### config.mk
export PLATFORM = sky130hd
export DESIGN_NAME = regfile_writeback
export DESIGN_NICKNAME = d
export VERILOG_FILES = /design/src/rtl/regfile_writeback.sv
export SDC_FILE = /design/constraint.sdc
export NUM_CORES = 1
export LEC_CHECK = 0
export CAP_MARGIN = 30
export CORE_UTILIZATION = 50
export DETAILED_ROUTE_END_ITERATION = 10
export GPL_TIMING_DRIVEN = 0
export PLACE_DENSITY = 0.83
export SLEW_MARGIN = 25
export SYNTH_ARGS = -nofsm -noshare
export SYNTH_HDL_FRONTEND = slang
export SYNTH_SLANG_ARGS = --single-unit
### constraint.sdc
create_clock -name i_clk -period 7.1 [get_ports i_clk]
set_clock_uncertainty 0.2 [all_clocks]
set_input_delay 1.065 -clock i_clk [delete_from_list [all_inputs] [get_ports i_clk]]
set_output_delay 1.065 -clock i_clk [all_outputs]
set_load 0.01 [all_outputs]
### src/rtl/regfile_writeback.sv
// Regfile write-side merger: ALU and load completions share one registered write port,
// with a small load buffer and a same-cycle read/write bypass on the read response.
package regfile_writeback_pkg;

    typedef struct packed {
        logic        w_en;
        logic [4:0]  w_addr;
        logic [31:0] w_data;
    } regfile_w_req_st;

    typedef struct packed {
        logic [4:0] r_addr_1;
        logic [4:0] r_addr_2;
    } regfile_r_req_st;

    typedef struct packed {
        logic [31:0] r_data_1;
        logic [31:0] r_data_2;
    } regfile_r_resp_st;

endpackage

module regfile_writeback
    import regfile_writeback_pkg::*;
#(
    parameter int LD_FIFO_DEPTH = 4
) (
    input  logic             i_clk,
    input  logic             i_rst,
    input  logic             i_alu_valid,
    input  logic [4:0]       i_alu_rd,
    input  logic [31:0]      i_alu_data,
    input  logic             i_ld_valid,
    output logic             o_ld_ready,
    input  logic [4:0]       i_ld_rd,
    input  logic [31:0]      i_ld_data,
    output regfile_w_req_st  o_w_req,
    input  regfile_r_req_st  i_r_req,
    input  regfile_r_resp_st i_r_resp,
    output regfile_r_resp_st o_r_resp,
    output logic             o_idle
);

    localparam int PTR_W = $clog2(LD_FIFO_DEPTH);
    localparam int CNT_W = PTR_W + 1;

    logic [4:0]       buf_rd   [LD_FIFO_DEPTH];
    logic [31:0]      buf_data [LD_FIFO_DEPTH];
    logic [PTR_W-1:0] wr_ptr;
    logic [PTR_W-1:0] rd_ptr;
    logic [CNT_W-1:0] count;

    logic             ld_accept;
    logic             sel_valid;
    logic             sel_ld;
    logic [4:0]       sel_rd;
    logic [31:0]      sel_data;
    logic             push;
    logic             pop;

    logic             last_en;
    logic [4:0]       last_addr;
    logic [31:0]      last_data;
    regfile_r_req_st  r_req_q;

    // Ready looks only at registered state so the load unit never sees a valid->ready loop.
    assign o_ld_ready = !i_rst && (count < CNT_W'(LD_FIFO_DEPTH));
    assign ld_accept  = i_ld_valid && o_ld_ready;

    always_comb begin
        sel_valid = 1'b0;
        sel_ld    = 1'b0;
        sel_rd    = '0;
        sel_data  = '0;
        pop       = 1'b0;
        if (i_alu_valid) begin
            sel_valid = 1'b1;
            sel_rd    = i_alu_rd;
            sel_data  = i_alu_data;
        end else if (count != '0) begin
            sel_valid = 1'b1;
            sel_rd    = buf_rd[rd_ptr];
            sel_data  = buf_data[rd_ptr];
            pop       = 1'b1;
        end else if (ld_accept) begin
            sel_valid = 1'b1;
            sel_ld    = 1'b1;
            sel_rd    = i_ld_rd;
            sel_data  = i_ld_data;
        end
        push = ld_accept && !sel_ld;
    end

    always_ff @(posedge i_clk) begin
        if (push) begin
            buf_rd[wr_ptr]   <= i_ld_rd;
            buf_data[wr_ptr] <= i_ld_data;
        end
    end

    always_ff @(posedge i_clk) begin
        if (i_rst) begin
            wr_ptr <= '0;
            rd_ptr <= '0;
            count  <= '0;
        end else begin
            if (push) begin
                wr_ptr <= wr_ptr + PTR_W'(1);
            end
            if (pop) begin
                rd_ptr <= rd_ptr + PTR_W'(1);
            end
            case ({push, pop})
                2'b10:   count <= count + CNT_W'(1);
                2'b01:   count <= count - CNT_W'(1);
                default: count <= count;
            endcase
        end
    end

    // x0 completions are consumed but never drive w_en; addr/data hold when idle.
    always_ff @(posedge i_clk) begin
        if (i_rst) begin
            o_w_req <= '0;
        end else if (sel_valid) begin
            o_w_req.w_en   <= (sel_rd != 5'd0);
            o_w_req.w_addr <= sel_rd;
            o_w_req.w_data <= sel_data;
        end else begin
            o_w_req.w_en   <= 1'b0;
        end
    end

    always_ff @(posedge i_clk) begin
        if (i_rst) begin
            last_en   <= 1'b0;
            last_addr <= '0;
            last_data <= '0;
            r_req_q   <= '0;
        end else begin
            last_en   <= o_w_req.w_en;
            last_addr <= o_w_req.w_addr;
            last_data <= o_w_req.w_data;
            r_req_q   <= i_r_req;
        end
    end

    // The regfile returns pre-write data when read and write hit the same cycle; patch it here.
    always_comb begin
        o_r_resp = i_r_resp;
        if (r_req_q.r_addr_1 == 5'd0) begin
            o_r_resp.r_data_1 = '0;
        end else if (last_en && (last_addr == r_req_q.r_addr_1)) begin
            o_r_resp.r_data_1 = last_data;
        end
        if (r_req_q.r_addr_2 == 5'd0) begin
            o_r_resp.r_data_2 = '0;
        end else if (last_en && (last_addr == r_req_q.r_addr_2)) begin
            o_r_resp.r_data_2 = last_data;
        end
    end

    assign o_idle = (count == '0) && !o_w_req.w_en;

endmodule

After elaboration in Yosys (flattened, before gate mapping). Memories as Yosys holds them, arrays and structs flattened. A register that Yosys moved wholly into a read port is not among the register bits. Index checks and enable logic that the tools add are counted.

Input bits: 152. Bits in registers: 93. Bits in writable memories: 148. Memories: 2. Output and inout port bits: 104.

Reduce and logical (&&, ||, !) cells: 16. Eq/ne operators: 4. $lt $le $gt $ge: 1. Bitwise logic cells: 1. Add/subtract/negate cells: 4. Multiplexer cells: 24.

Memory list: buf_data (depth 4, bits a word 32, rd ports 1, clocked after memory_dff 1, write ports 1, line 48) `logic [31:0] buf_data [LD_FIFO_DEPTH];`; buf_rd (depth 4, bits a word 5, rd ports 1, clocked after memory_dff 1, write ports 1, line 47) `logic [4:0] buf_rd [LD_FIFO_DEPTH];`.

Operators by type and width (number): $mux 32 (7); $mux 5 (3); $eq 5x5->1 (2); $logic_not 5->1 (2); $mux 1 (9); $mux 2 (4); $logic_and 1x1->1 (6); $pmux 3 s2 (1); $reduce_bool 5->1 (1); $add 2x1->2 const B (2); $add 3x1->3 const B (1); $logic_not 1->1 (3); $logic_not 3->1 (1); $lt 3x3->1 const B (1); $reduce_bool 3->1 (1); $sub 3x1->3 const B (1); $eq 2x1->1 const B (1); $eq 2x2->1 const B (1); $reduce_bool 2->1 (1); $reduce_or 2->1 (1); $not 1->1 (1).

Logic depth before layout (Yosys ltp).
Depth in word-level cells: 10. Mapped depth: 11. Mapped depth without buffers: 10.

Least setup slack after synthesis. No wires, ideal clock.

Path kind: input to register. Start: in i_rst. End: mem buf_data[0][0] (enable). Cell stages on the path: 4. Setup slack: 3.690 ns. Buffers on the path: 1. Library setup time: 0.398 ns. Data required time: 6.502 ns. Data arrival time: 2.812 ns. Cell sequence: nand2b_1 -> clkbuf_1 -> nor3_1 -> and2_1.

Word-level cells in the longest chain between the ends: 10.

RTL lines: from (decl) (line 29) `input logic i_rst,`; $logic_not 1->1 (*) (line 67) `assign o_ld_ready = !i_rst && (count < CNT_W'(LD_FIFO_DEPTH));`; $logic_and 1x1->1 (*) (line 67); $logic_and 1x1->1 (*) (line 68) `assign ld_accept = i_ld_valid && o_ld_ready;`; $mux 1 (line 85) `end else if (ld_accept) begin`; $mux 1 (line 80) `end else if (count != '0) begin`; $mux 1 (line 76) `if (i_alu_valid) begin`; $logic_not 1->1 (line 91) `push = ld_accept && !sel_ld;`; $logic_and 1x1->1 (*) (line 91); $mux 1 (*) (line 95) `if (push) begin`; $mux 1 (implied by the code) (*) (line 97) `buf_data[wr_ptr] <= i_ld_data;`; to (decl) (line 48).

Mark *: on every way between the ends. The rest lies on a longest branch, timed or not.

Worst setup path after layout.
Start: in i_rst. End: out o_ld_ready.

Word-level cells in the longest chain between the ends: 2.

RTL lines: $logic_not 1->1 (line 67); $logic_and 1x1->1 (line 67); to (decl) (line 34) `output logic o_ld_ready,`.

Every way passes these cells.

==> flow_metrics.py <==
metrics = {
    "synth": {
        "netlist.area_leader.share": 0.4433,
        "synth_most_common_cell": "nor2_1",
        "syn_inst": 793,
        "ys_ff_latch": 243,
        "synth_area_sq_um": 10020,
        "synth.area.top_cells": "edfxtp_1 (44%), dfxtp_1 (19%), mux4_2 (8.3%), nor2_1 (6.6%), mux2i_1 (6.5%)",
        "synth_cell_types": 32,
        "synth_nets": 951,
        "ys.flop_type": "edfxtp_1",
        "yosys_warnings": 0,
        "syn_area_per_cell_sq_um": 12.64,
        "synth_common_cells": "nor2_1 (175), edfxtp_1 (148), dfxtp_1 (95)",
        "synth_edf_count": 148,
        "async_reset_ff_frac": 0,
        "synth_top_area_cell": "edfxtp_1",
        "synth_seq_area_share": 0.6331,
    },
    "timing": {
        "tightest_slew_ns": 0.8423,
        "slew_violations": 0,
        "rsz0062_at_grt": "false",
        "fmax_ghz": 0.2007,
        "period_share": 0.7016,
        "slew_headroom": 0.4342,
        "finalSetupViolCount": 0,
        "final-hold-violation-count": 0,
        "setup_tns_ns": 0,
        "min_period_ns": 4.981,
    },
    "global_routing": {
        "grt_pass1_vias": 7187,
        "grt_overflow": 0,
        "grtUsageMet1": 0.3502,
        "grt_use_total": 0.2598,
        "grt_pass1_wl_mm": 39.97,
        "grt_max_degree": 25,
        "grt_busiest_layer": "met2",
        "antenna_found_initial": 1,
        "grt_use_met2": 0.4287,
        "use_met3": 0.03499,
    },
    "critical_path": {
        "cp_max_fo": 10,
        "start_kind": "input port",
        "critical_path_required_ns": 5.83,
        "cp-end-kind": "output pin",
        "crit_arrival_ns": 3.72,
        "path_class": "input port to output pin",
    },
    "pwr": {
        "p_per_area_nw_per_um2": 294.0,
        "p_leak_nw": 4.769,
        "irDropWorstVdd_mv": 0.2079,
    },
    "die": {
        "dieArea_sq_um": 20620,
        "fp.dieW_um": 143.6,
        "coreArea_sq_um": 19530,
        "die_h_um": 143.6,
        "ios": 256,
        "start_util": 0.5134,
        "rows": 51,
    },
    "placed_design": {
        "portBuffers": 255,
        "gp_congestion": 0.8274,
        "dp_hpwl_mm": 19.47,
    },
    "clock_network": {
        "cts_resized": 0,
        "cts_buffer_depth": 3,
        "path_clk_slew_ns": 0.06,
        "postCtsSetupRepairBufs": 0,
        "cts_tree": "built",
        "cts_buffers": 25,
        "clk-insertion-delay-late_ns": 0.52,
        "cts_root_buffer": "clkbuf_16",
        "cts_max_level": 1,
        "clock-sinks": 243,
        "hold_buffers": 0,
    },
    "detailed_routing": {
        "vias": 7373,
        "drtPass1Iterations": 5,
        "post_drt_wl_per_cell_um": 20.00,
        "first_iter_violations": 551,
        "drc": 0,
        "drt-vias-per-instance": 5.409,
        "wirelength_mm": 27.26,
        "ant_nets": 0,
    },
    "finish": {
        "n_fill_cell": 1364,
        "final_core_util": 0.7065,
        "drive_gt1_frac": 0.09207,
        "fin_nets": 1237,
        "area_growth_pct": 37.62,
    },
    "run_status": {
        "status": "complete, no violations",
    },
    "min_path": {
        "min_path_type": "register to register",
    },
    "run": {
        "cap_viol_max_count": 0,
    },
}
## placed cells by master (no fill, tap or decap), drive strengths merged, types with 4 or more instances in the layout
cell | netlist | final
ha | 5 | 5
xnor2 | 4 | 4
buf | 18 | 22
edfxtp | 148 | 148
xor2 | 11 | 11
nor2 | 175 | 175
a21oi | 44 | 44
nor3 | 67 | 67
clkdlybuf4s50 | 0 | 255
and2 | 4 | 4
nor4 | 4 | 4
clkinv | 0 | 6
dfxtp | 95 | 95
mux4 | 37 | 37
nor2b | 49 | 49
clkbuf | 33 | 69
nand2 | 9 | 9
inv | 9 | 9
mux2i | 65 | 65
## state kept, by name (all words and copies together) (netlist names), named ones only
name and flops:
last_en 1, buf_rd 20, last_addr 5, last_data 32
rd_ptr 2, wr_ptr 2, count 3, r_req_q 10
o_w_req 38, buf_data 128
## final timing paths
kind / slack (ns) / cells past startpoint / end / startpoint
hold / removal: 0.28 / 1 / last_data[31] / o_w_req[31]
setup reg to reg: 4.13 / 6 / buf_rd[1][1] / count[2]
hold reg to reg: 0.28 / 1 / last_data[31] / o_w_req[31]
setup / recovery: 2.12 / 6 / o_ld_ready / i_rst
## per-stage QoR
stage          hold WS [ns]  std cells  setup slack, ns  area, sq um  total power [mW]
2_1_floorplan        0.2847        793            3.690        10020             2.340
3_3_place_gp         0.2608       1313            2.186        12910             2.797
3_5_place_dp         0.2711       1317            2.133        13010             2.829
4_1_cts              0.2825       1362            2.117        13790             4.063
5_1_grt              0.2970       1363            1.986        13800             4.220
6_report             0.2836       1363            2.119        13800             4.056
## cell type report
cell class                 instances  area (sq um)  share of cell area
sequential                       243          6346              0.4600
multi-input combinational        490          3431              0.2487
timing repair buffer             259          2648              0.1919
clock buffer                      36         740.7             0.05369
tap                              265         331.6             0.02403
buffer                            51         219.0             0.01587
clock inverter                     9         43.79            0.003174
inverter                           9         33.78            0.002449
antenna                            1         2.502           0.0001814
## power by group
group,internal (mW),total [mW],switching [mW],leakage [nW]
Sequential,1.63,1.69,0.0625,2.12
Combinational,0.536,1.13,0.590,2.26
Clock,0.721,1.24,0.522,0.380
Total,2.88,4.06,1.17,4.77
## worst max-delay path, stage by stage
cell	delay, ns
clkdlybuf4s50_1	0.58
clkbuf_1	0.44
clkbuf_1	0.51
buf_1	0.47
nor2_1	0.10
clkdlybuf4s50_1	0.54
## cell families (layout without fill, tap and decap cells)
group	after synthesis	count (layout)	share of synthesized area
AND/OR/NAND/NOR	318	318	0.1457
flip-flops	243	243	0.6330
multiplexers	102	102	0.1480
buffers and inverters	60	364	0.02521
AO/OA/AOI/OAI	49	49	0.02671
XOR/XNOR	15	15	0.01310
adder cells (fa/ha/maj)	6	6	0.008238
other	0	1	0
## routing by layer
layer | part of all wire | vias to the layer above
met4 | 0.037 | 0
met5 | 0 | -
met1 | 0.41 | 3567
met2 | 0.49 | 321
li1 | - | 3421
met3 | 0.068 | 64
Note: power is estimated with default switching activity, not from simulation.
